[src/rtl/regfile_wb_sched.sv]
// Writeback scheduler and scoreboard for an 8-entry, 16-bit register file.
// The ALU and the load unit share one registered write port. A busy bitmap
// marks registers that still have a write in flight, so issue can stall on
// RAW and WAW hazards.
// Optional feature macro: WB_MEM_PRIORITY_EN. When it is defined, the load
// unit always wins a tie. When it is undefined, ties alternate round-robin.
module regfile_wb_sched #(
    parameter int unsigned AW = 3,
    parameter int unsigned DW = 16
) (
    input  logic          clk,
    input  logic          rst,
    input  logic          issue_valid,
    input  logic [AW-1:0] issue_rd,
    output logic          issue_ready,
    input  logic [AW-1:0] rs1,
    input  logic [AW-1:0] rs2,
    output logic          raw_stall,
    input  logic          alu_valid,
    input  logic [AW-1:0] alu_rd,
    input  logic [DW-1:0] alu_data,
    output logic          alu_ready,
    input  logic          mem_valid,
    input  logic [AW-1:0] mem_rd,
    input  logic [DW-1:0] mem_data,
    output logic          mem_ready,
    output logic          wen,
    output logic [AW-1:0] waddr,
    output logic [DW-1:0] wdata,
    output logic [3:0]    pending_cnt
);

    localparam int unsigned NR = 1 << AW;

    logic [NR-1:0] busy_q, busy_d;
    logic          wen_q, wen_d;
    logic [AW-1:0] waddr_q, waddr_d;
    logic [DW-1:0] wdata_q, wdata_d;
    logic [3:0]    pending_q, pending_d;
    logic [NR-1:0] set_mask, clr_mask;
    logic          grant;
    logic [AW-1:0] grant_rd;
    logic [DW-1:0] grant_data;

`ifndef WB_MEM_PRIORITY_EN
    // Set when the load unit won the most recent tie.
    logic last_mem_q, last_mem_d;
`endif

    // Scoreboard lookups for issue and decode.
    always_comb begin
        issue_ready = ~busy_q[issue_rd] | (issue_rd == '0);
        raw_stall   = busy_q[rs1] | busy_q[rs2];
    end

    // Arbitration between the two writeback requesters.
    always_comb begin
        alu_ready = alu_valid;
        mem_ready = mem_valid;
`ifdef WB_MEM_PRIORITY_EN
        if (alu_valid && mem_valid) begin
            alu_ready = 1'b0;
        end
`else
        last_mem_d = last_mem_q;
        if (alu_valid && mem_valid) begin
            alu_ready  = last_mem_q;
            mem_ready  = ~last_mem_q;
            last_mem_d = ~last_mem_q;
        end
`endif
        grant      = alu_ready | mem_ready;
        grant_rd   = mem_ready ? mem_rd : alu_rd;
        grant_data = mem_ready ? mem_data : alu_data;
    end

    // Next state for the write stage, the busy bitmap and the pending count.
    always_comb begin
        set_mask = '0;
        clr_mask = '0;
        if (issue_valid && issue_ready && issue_rd != '0) begin
            set_mask[issue_rd] = 1'b1;
        end
        if (grant) begin
            clr_mask[grant_rd] = 1'b1;
        end
        // A clear and a set of the same register at one edge leave it busy.
        busy_d    = (busy_q & ~clr_mask) | set_mask;
        busy_d[0] = 1'b0;

        wen_d   = grant && (grant_rd != '0);
        waddr_d = grant ? grant_rd : waddr_q;
        wdata_d = grant ? grant_data : wdata_q;

        pending_d = '0;
        for (int i = 0; i < NR; i++) begin
            pending_d = pending_d + 4'(busy_d[i]);
        end
    end

    // State registers with synchronous reset.
    always_ff @(posedge clk) begin
        if (rst) begin
            busy_q    <= '0;
            wen_q     <= 1'b0;
            waddr_q   <= '0;
            wdata_q   <= '0;
            pending_q <= '0;
`ifndef WB_MEM_PRIORITY_EN
            last_mem_q <= 1'b1;
`endif
        end else begin
            busy_q    <= busy_d;
            wen_q     <= wen_d;
            waddr_q   <= waddr_d;
            wdata_q   <= wdata_d;
            pending_q <= pending_d;
`ifndef WB_MEM_PRIORITY_EN
            last_mem_q <= last_mem_d;
`endif
        end
    end

    assign wen         = wen_q;
    assign waddr       = waddr_q;
    assign wdata       = wdata_q;
    assign pending_cnt = pending_q;

endmodule

[config.mk]
export PLATFORM = sky130hd
export DESIGN_NAME = regfile_wb_sched
export DESIGN_NICKNAME = d
export VERILOG_FILES = /design/src/rtl/regfile_wb_sched.sv
export SDC_FILE = /design/constraint.sdc
export NUM_CORES = 1
export LEC_CHECK = 0
export BUFFER_PORTS_ARGS = -buffer_cell sky130_fd_sc_hd__buf_4
export CAP_MARGIN = 0
export CORE_MARGIN = 1.5
export CORE_UTILIZATION = 40
export CTS_CLUSTER_SIZE = 20
export DETAILED_ROUTE_END_ITERATION = 7
export GPL_TIMING_DRIVEN = 0
export PLACE_DENSITY = 0.72
export SKIP_CTS_REPAIR_TIMING = 1
export SLEW_MARGIN = 10
export SYNTH_ARGS = -nofsm -noshare
export SYNTH_HDL_FRONTEND = slang
export SYNTH_SLANG_ARGS = --single-unit
[constraint.sdc]
create_clock -name clk -period 4.3 [get_ports clk]
set_clock_uncertainty 0.15 [all_clocks]
set_input_delay 1.075 -clock clk [delete_from_list [all_inputs] [get_ports clk]]
set_output_delay 1.075 -clock clk [all_outputs]
set_load 0.02 [all_outputs]
After elaboration in Yosys (flattened, before gate mapping). Cells that the tools add are included. Widths: inputs -> output; s select.

Register bits: 33. Latch bits: 0. Memory bits (writable): 0. Memory bits (read-only): 0. Input bits: 52. Output and inout port bits: 28. Word-level logic and storage cells: 52. Memories: 0.

$add $sub $neg: 6. $mul: 0. Divide/modulo/power cells: 0. Magnitude comparators: 6. Eq/ne operators: 0. Shifts and indexed selects: 0. Muxes and demuxes: 16. Bitwise operators: 8. Reductions and logical operators: 9.

Operators by type and width (number): $lt 3x4->1 const B (4); $mux 16 (1); $mux 8 (2); $add 4x1->4 (3); $bmux 1 s3 (3); $and 8x8->8 (1); $not 8->8 (1); $or 8x8->8 (1); $mux 1 (7); $demux 1 s3 (2); $ge 3x1->1 const B (2); $logic_and 1x1->1 (6); $reduce_bool 3->1 (2); $add 3x1->4 (1); $add 2x1->3 (1); $logic_not 3->1 (1); $mux 3 (1); $or 1x1->1 (3); $add 1x1->2 (1); $not 1->1 (2).

Longest topological paths before layout. Gate-level depths: netlist of run 1.

Depth after elaboration: 17. Depth in mapped cells: 11. Depth with buffers taken out: 10.

Worst setup path before layout of run 1. Ideal clock, no wire load.

Kind: input -> register. From: input port mem_valid. To: register pending_q[1], in the netlist pending_cnt[1]. Library setup time: 0.132 ns. Arrival: 3.926 ns. Required time: 4.018 ns. Setup slack: 0.092 ns. Stages: 11. Buffers on the path: 1. Cell sequence: a21bo_1 > buf_6 > nor4b_1 > o211a_1 > or2_1 > fa_1 > inv_1 > fa_1 > fa_1 > fa_1 > nor2b_1.

Cells in the longest elaborated chain, start to end: 17. Elaborated cells between the ends (all ways): 20. Classes of those cells: 6 x add/sub; 2 x order compare; 6 x mux; 4 x bitwise; 2 x reduce/logical.

Ends and longest elaborated chain: from (decl) (line 23) `input logic mem_valid,`; $logic_and 1x1->1 (line 66) `if (alu_valid && mem_valid) begin`; $mux 1 (line 66); $mux 3 (line 73) `grant_rd = mem_ready ? mem_rd : alu_rd;`; $lt 3x4->1 (implied by the code) / $ge 3x1->1 (equally long branches) (line 85) `clr_mask[grant_rd] = 1'b1;`; $logic_and 1x1->1 (implied by the code) (line 85); $mux 1 (implied by the code) (line 85); $demux 1 s3 (line 85); $mux 8 (*) (line 84) `if (grant) begin`; $not 8->8 (*) (line 88) `busy_d = (busy_q & ~clr_mask) | set_mask;`; $and 8x8->8 (*) (line 88); $or 8x8->8 (*) (line 88); $add 1x1->2 (line 97) `pending_d = pending_d + 4'(busy_d[i]);`; $add 2x1->3 (line 97); $add 3x1->4 (line 97); $add 4x1->4 (2 in series) (line 97); $add 4x1->4 (*) (line 97); named net pending_d[1] (line 39) `logic [3:0] pending_q, pending_d;`; to (signal assigned) (line 117) `pending_q <= pending_d;`; to (decl) (line 39).

Mark *: on every way through the listed nets, which the timed path passes. The rest lies on a longest branch. A chain may end at the register's enable or synchronous reset.

Worst setup path after layout of run 1. Same ends and word-level chain as after synthesis.

==> reports/qor.yml, run 1 <==
timing:
  timing.final.ws_setup_ns: 0.1921
  setup-tns-final_ns: 0
  period_needed_ns: 4.108
  slew_headroom: 0.5667
  finalHoldViolations: 0
  maxSlewViolCount: 0
  worst_slew_pin_slew_ns: 0.6499
  timing.final.crit_share: 0.9553
  rsz0062_at_grt: "no"
  fmax_mhz: 243.4
  finalSetupViolCount: 0
power_and_ir_drop:
  total_power_w: 0.0007580
  pwr-share-seq: 0.425
  p_int_w: 0.0005285
  ir_worst_vdd_v: 0.0001845
  p_sw_w: 0.0002295
  combPwrFrac: 0.286
  power_density_nw_per_um2: 296.1
  p_clk_frac: 0.289
  power.leakage_nw: 1.177
  swShare: 0.3027
synthesis:
  synth_area_leader_cell: "dfxtp_1"
  yosysWarningCount: 0
  async_flop_share: 0
  synth_seq_cells: 31
  synthTopCellsByArea: "dfxtp_1 (34%), a311oi_2 (12%), nand2_1 (8.4%)"
  yosysTopAreaCellShare: 0.3376
  synth-main-ff-cell: "dfxtp_1"
  synth_cells: 204
  synth_edf_count: 0
  synth_area_um2: 1838
  synth_area_per_cell_um2: 9.010
  yosysUniqueCellTypes: 42
  yosysSeqAreaShare: 0.3376
  syn_nets: 260
  post-synth-top-count-cell: "nand2_1"
  synth_common_cells: "nand2_1 (41), dfxtp_1 (31), nor2_1 (26), a311oi_2 (15), nor2b_1 (10)"
worst_hold_path:
  whs_path_depth: 2
  min_to: "waddr[0]"
  hold_class: "flip-flop to flip-flop"
  min-delay-start: "waddr[0]"
clocking:
  h-tree-depth: 2
  cts_sinks: 31
  clock_path_buffers: 2
  cts_root_buffer: "clkbuf_8"
  clock_latency_ns: 0.28
  clk_transition_reported_paths_ns: 0.06
  cts_made_buffers: 5
  tritoncts: "yes"
setup_path:
  cp_max_fo: 9
  cp_num_cells: 12
  end_kind: "flip-flop"
  crit_top_cell: "fa_1"
  worst_path_max_delay_cell: "fa_1"
  start_kind: "input port"
  path_cells: "buf_4, a21bo_1, buf_6, nor4b_1, o211a_1, or2_1, fa_1, inv_1, fa_1, fa_2, fa_1, nor2b_1"
  crit_family: "adder cells"
  setup.worst_path.class: "input port to flip-flop"
  cp.arrival_ns: 4.11
  r2r-end: "pending_cnt[1]"
  critPathBufInv: 3
  rrSetupSlack_ns: 0.79
  required_ns: 4.30
  crit_path_max_incr_delay_ns: 0.54
  reg2reg_from: "last_mem_q"
  worstRegToRegCells: 11
route:
  drtIter0Drc: 85
  route.detailed.drc: 0
  ant_nets: 0
  drt-pass1-iter-count: 4
  vias_per_cell: 5.309
  dr_wl_met3_um: 228
  wl_um: 4740
  route.met2.wl_um: 2301
  m1WireLength_um: 2134
  routed.top_layer: "met4"
  wl_per_cell_um: 13.94
  vias: 1805
flow_run:
  cap_viol_max_count: 0
global_routing:
  grt_pass1_vias: 1743
  grt_pass1_wl_um: 7955
  antenna_found_initial: 0
  grt_overflow: 0
  grt_max_degree: 11
  grtUsageTotal: 0.1969
cells_and_area:
  nFillCells: 425
  stdcell_count: 340
  nNetsFinal: 343
  post-route-util: 0.5839
  diodes: 0
  layout-drive-gt1-share: 0.4063
  area_growth_pct: 39.28
place:
  hpwl_um: 3598
  place_congestion: 0.8250
  place_worst_setup_slack_ns: -0.1646
  portBuffers: 76
  placed_cells: 332
floorplan:
  start_util: 0.4192
  die_w_um: 70.79
  core_um2: 4384
  num_io_pins: 80
  row_count: 24
  die_h_um: 70.79
  dieArea_um2: 5011
outcome:
  status: "finished, final reports clean"
-- cell usage in the layout (no fill, tap or decap), types with 2 or more instances in the layout --
| cell type | synthesis | final |
|---|---|---|
| buf_4 | 1 | 77 |
| nand2_1 | 41 | 41 |
| dfxtp_1 | 31 | 31 |
| nor2_1 | 26 | 26 |
| a311oi_2 | 15 | 15 |
| nor2b_1 | 10 | 9 |
| buf_2 | 7 | 7 |
| mux2i_1 | 6 | 6 |
| a31oi_1 | 6 | 6 |
| clkbuf_8 | 0 | 5 |
| buf_6 | 4 | 4 |
| inv_1 | 4 | 4 |
| a21oi_1 | 4 | 4 |
| nor3b_1 | 4 | 4 |
| mux4_2 | 3 | 3 |
| clkbuf_1 | 1 | 3 |
| a311oi_1 | 3 | 3 |
| nor4_1 | 3 | 3 |
| fa_1 | 4 | 3 |
| o32ai_1 | 2 | 2 |
| nand2b_1 | 2 | 2 |
| a41oi_1 | 2 | 2 |
| or2_1 | 2 | 2 |
| a211oi_1 | 2 | 2 |
| buf_1 | 2 | 2 |
| nor3_1 | 2 | 2 |
-- cells by family after synthesis --
kind of cell / count (synthesis) / share of synthesized area
buffers and inverters: 20 / 0.06535
AO/OA/AOI/OAI: 43 / 0.2390
AND/OR/NAND/NOR: 96 / 0.2430
flip-flops: 31 / 0.3376
adder cells (fa/ha/maj): 4 / 0.04357
multiplexers: 9 / 0.06943
other: 1 / 0.002040
-- layout make-up --
type | count | area (um2) | area share
plain buffers | 15 | 98.84 | 0.03861
clock buffers | 7 | 76.32 | 0.02981
clock inverters | 1 | 5.005 | 0.001955
inverters | 5 | 21.27 | 0.008309
multi-input cells | 153 | 1102 | 0.4306
flip-flops and latches | 31 | 620.6 | 0.2424
well taps | 52 | 65.06 | 0.02542
repair buffers | 76 | 570.5 | 0.2229
-- through the flow --
step                      cell area [um2]  hold slack [ns]
after floorplan                      1838           0.3695
after global placement               2474           0.3353
after detailed placement             2474           0.3337
after CTS                            2555           0.3510
after global routing                 2560           0.3657
final                                2560           0.3485
-- per-layer routing --
metal / vias up / track usage
met5: - / 0
li1: 899 / -
met3: 8 / 0.04701
met2: 50 / 0.3198
met4: 0 / 0.07128
met1: 848 / 0.2560
-- power groups by stage --
stage	Sequential, W	Combinational [W]	Clock [W]
after CTS	0.000322	0.000218	0.000229
after detailed placement	0.000328	0.000218	0
after floorplan	0.000350	0.0000996	0
after global placement	0.000327	0.000215	0
after global routing	0.000325	0.000236	0.000241
final	0.000322	0.000217	0.000219
-- sequential cells by signal (all words and copies together) (netlist names) --
signal / count
last_mem_q: 1
wen: 1
busy_q: 7
wdata: 16
pending_cnt: 3
waddr: 3
-- worst max path at each step --
| stage | end | start | slack [ns] |
|---|---|---|---|
| 2_1_floorplan | pending_cnt[1] | mem_valid | 0.09 |
| 3_3_place_gp | pending_cnt[1] | mem_valid | -0.15 |
| 3_5_place_dp | pending_cnt[1] | mem_valid | -0.16 |
| 4_1_cts | pending_cnt[1] | mem_valid | 0.13 |
| 5_1_grt | pending_cnt[1] | mem_valid | 0.05 |
| 6_report | pending_cnt[1] | mem_valid | 0.19 |
-- worst register-to-register path, delay by kind of cell (launching register included) --
family,cells,cell delay (ns)
adders and majority gates,4,1.86
and+or+nand+nor,3,0.46
DFF,1,0.37
AOI/OAI and AO/OA,2,0.35
buffers and inverters,2,0.20
(Power assumes the default switching activity.)
==> run 2, diff against run 1 <==
--- a/config.mk
+++ b/config.mk
@@ -5,14 +5,12 @@
 export SDC_FILE = /design/constraint.sdc
 export NUM_CORES = 1
 export LEC_CHECK = 0
-export BUFFER_PORTS_ARGS = -buffer_cell sky130_fd_sc_hd__buf_4
 export CAP_MARGIN = 0
-export CORE_MARGIN = 1.5
+export CORE_MARGIN = 10
 export CORE_UTILIZATION = 40
 export CTS_CLUSTER_SIZE = 20
 export DETAILED_ROUTE_END_ITERATION = 7
-export GPL_TIMING_DRIVEN = 0
-export PLACE_DENSITY = 0.72
+export DONT_BUFFER_PORTS = 1
 export SKIP_CTS_REPAIR_TIMING = 1
 export SLEW_MARGIN = 10
 export SYNTH_ARGS = -nofsm -noshare
==> run 2 against run 1 <==
Count of clock-buffer cells in the layout did not move. Clock power rose by 3%. Maximum frequency rose by 5.5%. Power fell by 11%. Sequential cell count did not move. Cell count fell by 25%. Via count fell by 17%. Global-route usage fell by 7.3 points. Wire length rose by 0.34%. Combinational power fell by 53%. Design area fell by 25%. Non-clock buffer count fell by 85.
==> reports/qor.yml, run 2 (same netlist as run 1, synthesis figures left out) <==
outcome:
  status: "finished, final reports clean"
cells_and_area:
  final-seq-area_um2: 620.6
  stdcell_count: 255
  final_common_cell: "nand2_1"
  layout-drive-gt1-share: 0.1626
  multiInputGateArea_um2: 1097
  largest_reg_flops: 16
  nNetsFinal: 258
  nFillCells: 438
  most-common-layout-cells: "nand2_1 (41), dfxtp_1 (31), nor2_1 (26)"
  area_growth_pct: 5.037
  diodes: 0
setup_path:
  rrSetupSlack_ns: 0.86
  worstRegToRegCells: 10
  start_kind: "input port"
  cp.arrival_ns: 3.97
  reg2reg_from: "last_mem_q"
  required_ns: 4.38
  r2r-end: "pending_cnt[1]"
  cp_max_fo: 6
  setup.worst_path.class: "input port to flip-flop"
  end_kind: "flip-flop"
timing:
  setup-tns-final_ns: 0
  finalHoldViolations: 0
  finalSetupViolCount: 0
  hold-worst-slack_ns: 0.4147
  maxSlewViolCount: 0
  fmax_mhz: 256.8
  rsz0062_at_grt: "no"
  timing.final.crit_share: 0.9056
  period_needed_ns: 3.894
clocking:
  cts_sinks: 31
  clock_latency_ns: 0.29
  clk_transition_reported_paths_ns: 0.07
  h-tree-depth: 2
  clock_path_buffers: 2
  tritoncts: "yes"
  cts_root_buffer: "clkbuf_8"
  cts_made_buffers: 5
power_and_ir_drop:
  ir_worst_vdd_v: 0.0001870
  total_power_w: 0.0006765
  power.leakage_nw: 0.7759
  power_density_nw_per_um2: 350.4
route:
  drtIter0Drc: 52
  route.detailed.drc: 0
  vias_per_cell: 5.898
  drt-pass1-iter-count: 5
  wl_per_cell_um: 18.65
  wl_um: 4756
  vias: 1504
  ant_nets: 0
worst_hold_path:
  hold_class: "flip-flop to flip-flop"
  min_to: "last_mem_q"
  min-delay-start: "last_mem_q"
  whs_path_depth: 2
place:
  placed_cells: 247
  portBuffers: 0
  hpwl_um: 3673
  place_congestion: 0.7546
floorplan:
  core_um2: 4414
  dieArea_um2: 7706
  die_h_um: 87.79
  die_w_um: 87.79
  row_count: 24
  start_util: 0.4164
  num_io_pins: 80
flow_run:
  cap_viol_max_count: 0
global_routing:
  grt_max_degree: 38
  grt_pass1_wl_um: 7472
  grt_pass1_vias: 1506
  grt_overflow: 0
  grtUsageTotal: 0.1239
  antenna_found_initial: 0
## run 2: worst max-delay path, stage by stage
cell     delay [ns]
a21bo_1        0.23
nor4b_1        0.07
o211a_1        0.21
or2_1          0.25
fa_1           0.53
inv_1          0.05
fa_1           0.47
fa_1           0.43
fa_1           0.53
nor2b_1        0.11
## run 2: per-stage QoR
step | cell area (um2) | setup WS [ns] | utilization
floorplan | 1838 | 0.09202 | -
global placement | 1849 | 0.1213 | 0.4189
detailed placement | 1849 | 0.1052 | 0.4189
CTS | 1931 | 0.4115 | 0.4374
global route | 1931 | 0.3007 | 0.4374
finish | 1931 | 0.4057 | 0.4374
## run 2: how the worst max path moves through the flow
| stage | cells past startpoint | slack (ns) | from | end |
|---|---|---|---|---|
| final | 10 | 0.41 | mem_valid | pending_cnt[1] |
| after global routing | 10 | 0.30 | mem_valid | pending_cnt[1] |
| after CTS | 10 | 0.41 | mem_valid | pending_cnt[1] |
| after detailed placement | 10 | 0.11 | mem_valid | pending_cnt[1] |
| after global placement | 10 | 0.12 | mem_valid | pending_cnt[1] |
| after floorplan | 11 | 0.09 | mem_valid | pending_cnt[1] |
## run 2: final cells by class
class,instances,share of cell area
Inverter,5,0.01102
Sequential cell,31,0.3215
Multi-Input combinational cell,153,0.5684
Clock buffer,7,0.03953
Timing Repair Buffer,6,0.02333
Tap cell,52,0.03370
Clock inverter,1,0.002592
## run 2: report_power, final
group	internal [W]	switching, W	total, W
clock network	0.000113	0.000111	0.000225
logic	0.0000479	0.0000538	0.000102
registers	0.000310	0.0000403	0.000350
## run 2: metal layers
metal | GRT usage | vias to the layer above | wire (um)
met3 | 0.06592 | 7 | 587
met2 | 0.1951 | 77 | 2205
met1 | 0.1333 | 691 | 1875
li1 | - | 729 | -
met5 | 0 | - | 0
met4 | 0.06087 | 0 | 88
